===== src/rtl/ctrl_pkg.sv =====
// Shared definitions for the I2S controller.
// Holds the operating-mode codes, the transmit standard codes, the transmit
// sequencer state type and a helper that folds the reserved standard code.
package ctrl_pkg;

    // Operating modes: slave/master, transmit/receive.
    localparam logic [1:0] ST = 2'b00;
    localparam logic [1:0] SR = 2'b01;
    localparam logic [1:0] MT = 2'b10;
    localparam logic [1:0] MR = 2'b11;

    // Serial standards.
    localparam logic [1:0] I2S_STD = 2'b00;
    localparam logic [1:0] LJ_STD  = 2'b01;
    localparam logic [1:0] DSP_STD = 2'b10;

    typedef enum logic [1:0] {
        IDLE  = 2'b00,
        PRIME = 2'b01,
        RUN   = 2'b10,
        DRAIN = 2'b11
    } tx_state_t;

    // The reserved code 11 behaves as left-justified.
    function automatic logic [1:0] norm_std(input logic [1:0] std);
        return (std == 2'b11) ? LJ_STD : std;
    endfunction

endpackage


===== src/rtl/i2s_tx_ctrl_clk_div.sv =====
// SCK generator for the I2S transmit sequencer.
// Ports:
//   clk, rst   - system clock, synchronous active-high reset
//   run        - divider enable; when low the counter and sck are held at 0
//   clk_div    - SCK half-period minus one, in clk cycles
//   sck        - registered serial bit clock
//   fall_tick  - high in the clk cycle whose edge drives sck 1->0
//   rise_tick  - high in the clk cycle whose edge drives sck 0->1
module i2s_clk_div #(
    parameter int DIV_W = 8
) (
    input  logic             clk,
    input  logic             rst,
    input  logic             run,
    input  logic [DIV_W-1:0] clk_div,
    output logic             sck,
    output logic             fall_tick,
    output logic             rise_tick
);

    logic [DIV_W-1:0] count;
    logic             tick;

    assign tick      = run && (count == clk_div);
    assign fall_tick = tick && sck;
    assign rise_tick = tick && !sck;

    always_ff @(posedge clk) begin
        if (rst || !run) begin
            count <= '0;
            sck   <= 1'b0;
        end else if (tick) begin
            count <= '0;
            sck   <= ~sck;
        end else begin
            count <= count + 1'b1;
        end
    end

endmodule


===== src/rtl/i2s_tx_ctrl.sv =====
// Master-mode I2S transmit sequencer.
// Pops words from a registered-read FIFO and shifts them out MSB-first on sd,
// generating sck and ws for the I2S, left-justified or DSP standard.
// Ports:
//   clk, rst     - system clock, synchronous active-high reset
//   en           - run request; dropping it stops at the end of the frame
//   mode         - operating mode; only MT runs the sequencer
//   standard     - serial standard (latched at start)
//   stereo       - 1: one word per slot, 0: one word per frame, sent twice
//   frame_size   - 0: 16-bit slots, 1: 32-bit slots (latched at start)
//   clk_div      - SCK half-period minus one
//   fifo_empty   - transmit FIFO empty
//   fifo_data    - FIFO read data, valid the clk after fifo_rd
//   fifo_rd      - one-clk pop strobe
//   sck, ws, sd  - serial outputs; ws_oe enables the ws driver
//   busy         - sequencer not idle
//   underflow    - sticky: a pop point found the FIFO empty
//   state        - current sequencer state, for observation
// FIFO handshake: fifo_rd is a single-cycle request issued only while
// fifo_empty is low; the word appears on fifo_data during the following clk.
module i2s_tx_ctrl
    import ctrl_pkg::*;
#(
    parameter int DIV_W = 8
) (
    input  logic             clk,
    input  logic             rst,
    input  logic             en,
    input  logic [1:0]       mode,
    input  logic [1:0]       standard,
    input  logic             stereo,
    input  logic             frame_size,
    input  logic [DIV_W-1:0] clk_div,
    input  logic             fifo_empty,
    input  logic [31:0]      fifo_data,
    output logic             fifo_rd,
    output logic             sck,
    output logic             ws,
    output logic             ws_oe,
    output logic             sd,
    output logic             busy,
    output logic             underflow,
    output tx_state_t        state
);

    logic        fall_tick, rise_tick, run;
    logic [31:0] hold, shift, src, cur_word;
    logic [4:0]  bit_idx, n_max;
    logic [1:0]  std_q;
    logic        long_q, slot, cap, last_half;
    logic        last_bit, ws_next, stop_req;

    assign run = (state == RUN) || (state == DRAIN);

    i2s_clk_div #(.DIV_W(DIV_W)) u_div (
        .clk       (clk),
        .rst       (rst),
        .run       (run),
        .clk_div   (clk_div),
        .sck       (sck),
        .fall_tick (fall_tick),
        .rise_tick (rise_tick)
    );

    always_comb begin
        n_max    = long_q ? 5'd31 : 5'd15;
        // A word popped at the previous slot end may still be in flight on
        // fifo_data when the next MSB is due (fast sck); bypass hold then.
        src      = cap ? fifo_data : hold;
        cur_word = (bit_idx == n_max) ? src : shift;
        last_bit = (bit_idx == 5'd0);
        stop_req = !en || (mode != MT);
        case (std_q)
            I2S_STD: ws_next = last_bit ? ~slot : slot;  // one bit early
            DSP_STD: ws_next = slot & last_bit;          // right-slot LSB only
            default: ws_next = ~slot;                    // LJ: high on left
        endcase
    end

    always_ff @(posedge clk) begin
        if (rst) begin
            state     <= IDLE;
            fifo_rd   <= 1'b0;
            ws        <= 1'b0;
            ws_oe     <= 1'b0;
            sd        <= 1'b0;
            busy      <= 1'b0;
            underflow <= 1'b0;
            hold      <= '0;
            shift     <= '0;
            bit_idx   <= '0;
            std_q     <= I2S_STD;
            long_q    <= 1'b0;
            slot      <= 1'b0;
            cap       <= 1'b0;
            last_half <= 1'b0;
        end else begin
            fifo_rd <= 1'b0;
            // Registered-read FIFO: data is on fifo_data one clk after fifo_rd.
            if (fifo_rd) cap <= 1'b1;
            if (cap) begin
                hold <= fifo_data;
                cap  <= 1'b0;
            end
            case (state)
                IDLE: begin
                    if (en && (mode == MT) && !fifo_empty) begin
                        state     <= PRIME;
                        fifo_rd   <= 1'b1;
                        busy      <= 1'b1;
                        ws_oe     <= 1'b1;
                        underflow <= 1'b0;
                        std_q     <= norm_std(standard);
                        long_q    <= frame_size;
                        bit_idx   <= frame_size ? 5'd31 : 5'd15;
                        slot      <= 1'b0;
                    end
                end
                PRIME: begin
                    if (cap) state <= RUN;
                end
                RUN: begin
                    if (fall_tick) begin
                        sd <= cur_word[bit_idx];
                        ws <= ws_next;
                        if (bit_idx == n_max) shift <= src;
                        if (last_bit) begin
                            bit_idx <= n_max;
                            slot    <= ~slot;
                            if (slot && stop_req) begin
                                state     <= DRAIN;
                                last_half <= 1'b0;
                            end else if (stereo || slot) begin
                                if (fifo_empty) begin
                                    underflow <= 1'b1;
                                    hold      <= '0;   // next slot sends zeros
                                end else begin
                                    fifo_rd <= 1'b1;
                                end
                            end
                        end else begin
                            bit_idx <= bit_idx - 1'b1;
                        end
                    end
                end
                DRAIN: begin
                    // Finish the LSB's high half, then stop on the next fall.
                    if (rise_tick) last_half <= 1'b1;
                    if (fall_tick && last_half) begin
                        state     <= IDLE;
                        sd        <= 1'b0;
                        ws        <= 1'b0;
                        busy      <= 1'b0;
                        ws_oe     <= 1'b0;
                        last_half <= 1'b0;
                    end
                end
                default: state <= IDLE;
            endcase
        end
    end

endmodule


===== config.mk =====
export PLATFORM = sky130hd
export DESIGN_NAME = i2s_tx_ctrl
export DESIGN_NICKNAME = d
export VERILOG_FILES = /design/src/rtl/ctrl_pkg.sv /design/src/rtl/i2s_tx_ctrl_clk_div.sv /design/src/rtl/i2s_tx_ctrl.sv
export SDC_FILE = /design/constraint.sdc
export NUM_CORES = 1
export LEC_CHECK = 0
export ABC_AREA = 1
export CAP_MARGIN = 20
export CORE_MARGIN = 2
export CORE_UTILIZATION = 40
export CTS_CLUSTER_DIAMETER = 80
export DETAILED_ROUTE_END_ITERATION = 10
export GPL_TIMING_DRIVEN = 0
export PLACE_DENSITY_LB_ADDON = 0.15
export REMOVE_ABC_BUFFERS = 1
export SYNTH_ARGS = -nofsm -noshare
export SYNTH_HDL_FRONTEND = slang
export SYNTH_SLANG_ARGS = --single-unit

===== constraint.sdc =====
create_clock -name clk -period 2.43 [get_ports clk]
set_clock_uncertainty 0.05 [all_clocks]
set_input_delay 0.3645 -clock clk [delete_from_list [all_inputs] [get_ports clk]]
set_output_delay 0.3645 -clock clk [all_outputs]
set_load 0.01 [all_outputs]

**Word level (Yosys, flattened, before mapping)**

Index checks and enable logic that the tools add are counted.

- $add $sub $neg: 2
- Order comparisons: 1
- Eq/ne operators: 19
- Multiplexer cells: 56
- Bitwise operators: 3
- Reductions and logical operators: 31

Operators by type and width:

| operator | count |
|---|---|
| $mux W32 | 8 |
| $mux W1 | 25 |
| $mux W5 | 5 |
| $pmux W1 S2 | 8 |
| $mux W2 | 7 |
| $ne A2 B2 Y1 const B | 7 |
| $eq A2 B2 Y1 const B | 5 |
| $pmux W5 S2 | 1 |
| $reduce_and A3 Y1 | 3 |
| $add A8 B1 Y8 const B | 1 |
| $eq A8 B8 Y1 | 1 |
| $pmux W2 S4 | 1 |
| $logic_and A1 B1 Y1 | 7 |
| $reduce_and A7 Y1 | 1 |
| $lt A5 B6 Y1 const B | 1 |
| $ne A2 B1 Y1 const B | 3 |
| $reduce_and A6 Y1 | 1 |
| $reduce_bool A2 Y1 | 3 |
| $bmux W1 S5 | 1 |
| $eq A5 B5 Y1 | 1 |
| $logic_not A5 Y1 | 1 |
| $reduce_and A5 Y1 | 1 |
| $sub A5 B1 Y5 const B | 1 |
| $logic_not A1 Y1 | 4 |
| 8 further kinds | 15 |

- Bits in registers: 91
- Logic and storage cells: 128

**Logic depth before layout (Yosys ltp)**

- Depth in word-level cells: 7
- Depth in mapped cells: 16
- Gate-level depth less buffers: 16

**Modules after synthesis**

A second synthesis with hierarchy kept.

- Cell total of the unflattened synthesis: 722
- Area, all modules: 4819.6 sq um

By module, submodules not included:

| module | instances | cells an instance | area each (sq um) | sequential area each (sq um) |
|---|---|---|---|---|
| i2s_tx_ctrl | 1 | 641 | 4235.3 | 1641.6 |
| i2s_clk_div | 1 | 81 | 584.3 | 180.2 |

**Least setup slack after synthesis**

No wires, ideal clock.

- Path kind: reg-to-reg
- Start point: register bit_idx[0]
- End point: register ws
- Data arrival time: 1.990 ns
- Data required time: 2.310 ns
- Slack: 0.319 ns
- Cell stages (with the launch flop): 12
- Buffers on the path: 2
- Clock period less this slack: 2.111 ns
- Cells stage by stage: dfxtp_1 > buf_2 > clkinv_1 > buf_2 > ha_1 > nand3_1 > inv_1 > ha_1 > inv_1 > o211ai_1 > o211ai_1 > a21oi_1

- Longest elaborated chain between the ends: 5
- Elaborated cells between the ends (all ways): 6
- Classes of those cells: mux: 4; bitwise: 1; reduce/logical: 1

Ends and longest elaborated chain:

| item | RTL line | text |
|---|---|---|
| start: declaration | i2s_tx_ctrl.sv:48 | `logic [4:0] bit_idx, n_max;` |
| start signal: assignment | i2s_tx_ctrl.sv:115 | `bit_idx <= frame_size ? 5'd31 : 5'd15;` |
| start signal: assignment | i2s_tx_ctrl.sv:128 | `bit_idx <= n_max;` |
| start signal: assignment | i2s_tx_ctrl.sv:142 | `bit_idx <= bit_idx - 1'b1;` |
| $logic_not A5 Y1 * | i2s_tx_ctrl.sv:71 | `last_bit = (bit_idx == 5'd0);` |
| $and A1 B1 Y1 or $mux W1 (tied branches) | n/a |  |
| $pmux W1 S2 * | i2s_tx_ctrl.sv:73 | `case (std_q)` |
| $mux W1 * | i2s_tx_ctrl.sv:123 | `if (fall_tick) begin` |
| $pmux W1 S2 * | i2s_tx_ctrl.sv:105 | `case (state)` |
| end signal: assignment | i2s_tx_ctrl.sv:125 | `ws <= ws_next;` |
| end: declaration | i2s_tx_ctrl.sv:38 | `output logic ws,` |

Mark *: on every way between the ends. The rest lies on a longest branch, timed or not. The select of a mux whose other input is x is not followed.
A chain may end at the register's enable or synchronous reset.

**Worst setup path after layout**

- Start point: register state[0]
- End point: register hold[25]

- Longest elaborated chain between the ends: 6
- Elaborated cells between the ends (all ways): 7
- Classes of those cells: eq/ne: 2; mux: 2; reduce/logical: 3

Ends and longest elaborated chain:

| item | RTL line | text |
|---|---|---|
| start: declaration | i2s_tx_ctrl.sv:43 | `output tx_state_t state` |
| start signal: assignment | i2s_tx_ctrl.sv:82 | `state <= IDLE;` |
| start signal: assignment | i2s_tx_ctrl.sv:108 | `state <= PRIME;` |
| start signal: assignment | i2s_tx_ctrl.sv:120 | `if (cap) state <= RUN;` |
| $eq A2 B2 Y1, on equally long branches | i2s_tx_ctrl.sv:53, i2s_tx_ctrl.sv:105 |  |
| $logic_or A1 B1 Y1 | i2s_tx_ctrl.sv:53 | `assign run = (state == RUN) \|\| (state == DRAIN);` |
| $logic_and A1 B1 Y1 | i2s_tx_ctrl_clk_div.sv:24 | `assign tick = run && (count == clk_div);` |
| $logic_and A1 B1 Y1 | i2s_tx_ctrl_clk_div.sv:25 | `assign fall_tick = tick && sck;` |
| $mux W32 | i2s_tx_ctrl.sv:123 |  |
| $mux W32 * | i2s_tx_ctrl.sv:105 |  |
| end signal: assignment | i2s_tx_ctrl.sv:102 | `hold <= fifo_data;` |
| end: declaration | i2s_tx_ctrl.sv:47 | `logic [31:0] hold, shift, src, cur_word;` |

Mark *: on every way between the ends. The rest lies on a longest branch, timed or not.

==> results list <==
- The run finished with clean final reports.
- Worst skew pair latency: 0.35 ns
* Width of the die: 115 µm
* Largest cells by area after synthesis: sky130_fd_sc_hd__dfxtp_1, sky130_fd_sc_hd__nand2_1, sky130_fd_sc_hd__nand3_1
* Slew headroom: 0.673
- The most critical setup path has its startpoint at state[0].
- Share of synthesized flip-flops with an asynchronous set or reset: 0
- STA classifies the critical path endpoint as a flip-flop.
* Predominant post-synthesis flop cell: sky130_fd_sc_hd__dfxtp_1
* Total number of nets in the final design: 817
- Yosys printed 0 warnings.
- Counting every instance in the synthesized netlist gives 702.
- For the pin with the worst max-slew slack, the measured transition is 0.491 ns.
- STA classifies the critical path startpoint as a flip-flop.
- After detailed routing, the number of vias per cell comes to 4.87.
* Fraction of the cycle the final worst path needs: 0.940
* CTS Buf Count: 9
* Final hold violation count: 0
- Excluding fillers, the count of instances in the completed layout stands at 931.
- Detail Route Antenna Nets: 0
* Most frequent CP cell: sky130_fd_sc_hd__buf_4
- STA puts the critical path data arrival time at 2.46 ns.
- After detailed routing, the average wire length per cell comes to 13.3 µm.
- The largest single stage delay on the critical path is 0.35 ns.
- Hold crit path type: input port to flip-flop
- Multi-input combinational cell area: 0.00261 mm²
- Sequential-to-total area share from yosys stat: 0.367
* Area growth from synthesis to layout: 23.6%
- The slowest stage of the critical path is the sky130_fd_sc_hd__dfxtp_2 cell.
- For this run, the top clock speed supported by timing is 438 MHz.
* Number of antenna violations at the first check in global routing: 0
- Pwr Total: 4.07 mW
- Post-synthesis cell type count: 32
- Counting along the longest clock path gives a buffer depth of 2.
- Detailed routing inserted a total of 4537 vias.
* Number of cell rows: 40
- Start-to-end type of the worst setup path: flip-flop to flip-flop
- FF+latch area: 0.00184 mm²
- Worst Path Required: 2.61 ns
- Vias in the first global route: 4480
* Unrepaired setup endpoints after global routing: true
- Traced cell by cell, the critical path runs through inv_1 > ha_4 > inv_2 > a21oi_1 > nand4_1 > nor3_4 > buf_4 > nand2_8 > o31ai_4 > buf_4 > buf_6 > nor2_1.
- Worst IR drop on VDD: 0.395 mV
- Mapped Area: 0.00497 mm²
* Static Leak: 2.61 nW
- Buffer cell driving the clock tree root: sky130_fd_sc_hd__clkbuf_16
- CTS built an H-tree with a depth of 3.
- Critical path fanouts, max: 8
- Core outline area: 0.0121 mm²
- For this run, the total global-route usage over all layers was measured as 0.196.
* Mean Syn Cell Area: 7.08 µm²
- 0 antenna diodes ended up in the layout.
- After detailed routing, the number of remaining DRC violations is 0.
* P per Cell Area: 663 mW/mm²
- Final number of max-transition violations: 0
* Area fraction of the dominant cell type after synthesis: 0.367
- Placer's final routability congestion estimate: 0.795
- Floorplan die area: 0.0133 mm²
- Entering global routing, the biggest net connects 36 pins.
* Max_cap viols: 0
- For this block, the initial DRC count from the detailed router was 244.
- Input/output buffers: 58
- Cell with the most instances after synthesis: sky130_fd_sc_hd__nand2_1
- CTS tree: done
* Utilization after layout: 0.509
- Along the worst hold path, the cell count comes to 2.
* Number of register bits inferred by synthesis: 91
- Yosys mapped a number of flops with a built-in enable equal to 0.
- From bottom edge to top edge, the die measures 115 µm.
- The worst register-to-register path begins at state[0].
* Final setup violation count: 0
* Number of filler instances in the final layout: 1226
* Detailed Routing Iterations Pass 1: 5
- Worst Reg-to-Reg Cells: 12
* Cell type with the largest total area after synthesis: sky130_fd_sc_hd__dfxtp_1
- Hpwl dp: 7820 µm
- Synth cell count leaders: sky130_fd_sc_hd__nand2_1, sky130_fd_sc_hd__inv_1, sky130_fd_sc_hd__dfxtp_1, sky130_fd_sc_hd__nand3_1, sky130_fd_sc_hd__nor2_1
* DRT Wirelength: 12400 µm
- Initial Utilization: 0.412
- In the final layout, the share of cells above drive strength 1 is 0.135.
* Number of sinks handled by clock tree synthesis: 91
- Once placement completed, the tool counted placed cells totaling 896.
* Number of ports placed on the die boundary: 59
* Global-route wire length before repair: 20800 µm
- Time the worst path needs with I/O delays and setup: 2.28 ns
- The total overflow left after global routing is 0.
- Clock Pin Slew Worst Setup and Hold Paths: 0.07 ns
* Hold wc startpoint: rst
## area by class of cell
| type | instances | area share |
|---|---|---|
| tap | 168 | 0.0342 |
| timing repair buffer | 77 | 0.127 |
| clock inverter | 5 | 0.00855 |
| clock buffer | 11 | 0.0395 |
| timing repair inverter | 1 | 0.00122 |
| inverter | 104 | 0.0656 |
| multi-input combinational | 474 | 0.425 |
| sequential | 91 | 0.299 |
## worst max-delay path, delay by kind of cell, from the launching register on
family	cells	cell delay [ns]
compound gates	2	0.32
fa+ha+maj	1	0.16
flops	1	0.35
buf+inv	5	0.69
simple gates	4	0.58
## final timing paths
kind,slack [ns],to
setup / recovery,0.15,hold[25]
hold / removal,0.34,fifo_rd
setup reg to reg,0.15,hold[25]
hold reg to reg,0.42,cap
## cell usage in the layout (no fill, tap or decap), types with 3 or more instances in the layout
| cell | netlist | final |
|---|---|---|
| sky130_fd_sc_hd__nand2_8 | 0 | 3 |
| sky130_fd_sc_hd__a211oi_1 | 4 | 4 |
| sky130_fd_sc_hd__dfxtp_1 | 91 | 86 |
| sky130_fd_sc_hd__o21ai_0 | 29 | 27 |
| sky130_fd_sc_hd__o211ai_1 | 4 | 4 |
| sky130_fd_sc_hd__or2_2 | 10 | 10 |
| sky130_fd_sc_hd__clkinvlp_4 | 0 | 3 |
| sky130_fd_sc_hd__nand3_1 | 80 | 80 |
| sky130_fd_sc_hd__clkinv_2 | 0 | 4 |
| sky130_fd_sc_hd__clkbuf_16 | 0 | 9 |
| sky130_fd_sc_hd__inv_1 | 99 | 97 |
| sky130_fd_sc_hd__buf_6 | 11 | 3 |
| sky130_fd_sc_hd__nor3b_1 | 3 | 3 |
| sky130_fd_sc_hd__clkdlybuf4s50_1 | 0 | 57 |
| sky130_fd_sc_hd__nand4_1 | 6 | 6 |
| sky130_fd_sc_hd__dfxtp_4 | 0 | 3 |
| sky130_fd_sc_hd__buf_4 | 3 | 12 |
| sky130_fd_sc_hd__nor3_1 | 6 | 6 |
| sky130_fd_sc_hd__ha_1 | 9 | 7 |
| sky130_fd_sc_hd__inv_2 | 4 | 4 |
| sky130_fd_sc_hd__nor2_1 | 60 | 60 |
| sky130_fd_sc_hd__xnor2_1 | 3 | 3 |
| sky130_fd_sc_hd__nand2_1 | 158 | 158 |
| sky130_fd_sc_hd__a21oi_1 | 52 | 52 |
| sky130_fd_sc_hd__a211oi_2 | 31 | 31 |
## cells by family after synthesis
logic type,Yosys count,share of synthesized area
adders and majority gates,9,0.0227
DFF,91,0.367
AOI/OAI and AO/OA,124,0.180
xor gates and xnor gates,5,0.00881
and+or+nand+nor,334,0.296
buffers and inverters,139,0.126
## where the power goes
part	leakage [nW]	switching (mW)	total, mW	internal (mW)
registers	0.738	0.0986	1.66	1.56
clock network	0.145	0.595	1.42	0.820
logic	1.73	0.626	1.00	0.376
## what timing repair did
item,4_1_cts,5_1_grt
resized for setup,18,13
endpoints found under the setup margin,77,70
cloned,3,1
pin swaps,4,4
hold buffers,0,0
buffers inserted,5,10
## per-stage QoR
step | area (µm²) | setup WS [ns] | hold WS (ns) | TNS [ns]
2_1_floorplan | 4730 | -0.806 | 0.380 | -32.31
3_3_place_gp | 5520 | -1.65 | 0.389 | -104.46
3_5_place_dp | 5590 | -1.07 | 0.390 | -51.19
4_1_cts | 6010 | 0.00808 | 0.345 | 0
5_1_grt | 6140 | -0.0380 | 0.364 | -0.0535
6_report | 6140 | 0.147 | 0.342 | 0
## state kept, by name (all words and copies together) (netlist names), 2 cells and up
name         flops
hold            32
shift           32
bit_idx          5
u_div.count      8
std_q            2
state            2
## metal layers
| metal | track usage | routed length, µm | up-vias |
|---|---|---|---|
| met3 | 0.0309 | 708 | 18 |
| met2 | 0.326 | 5800 | 120 |
| li1 | - | - | 2385 |
| met4 | 0.0803 | 231 | 0 |
| met5 | 0 | 0 | - |
| met1 | 0.254 | 5660 | 2014 |
Note: power is estimated with default switching activity, not from simulation.
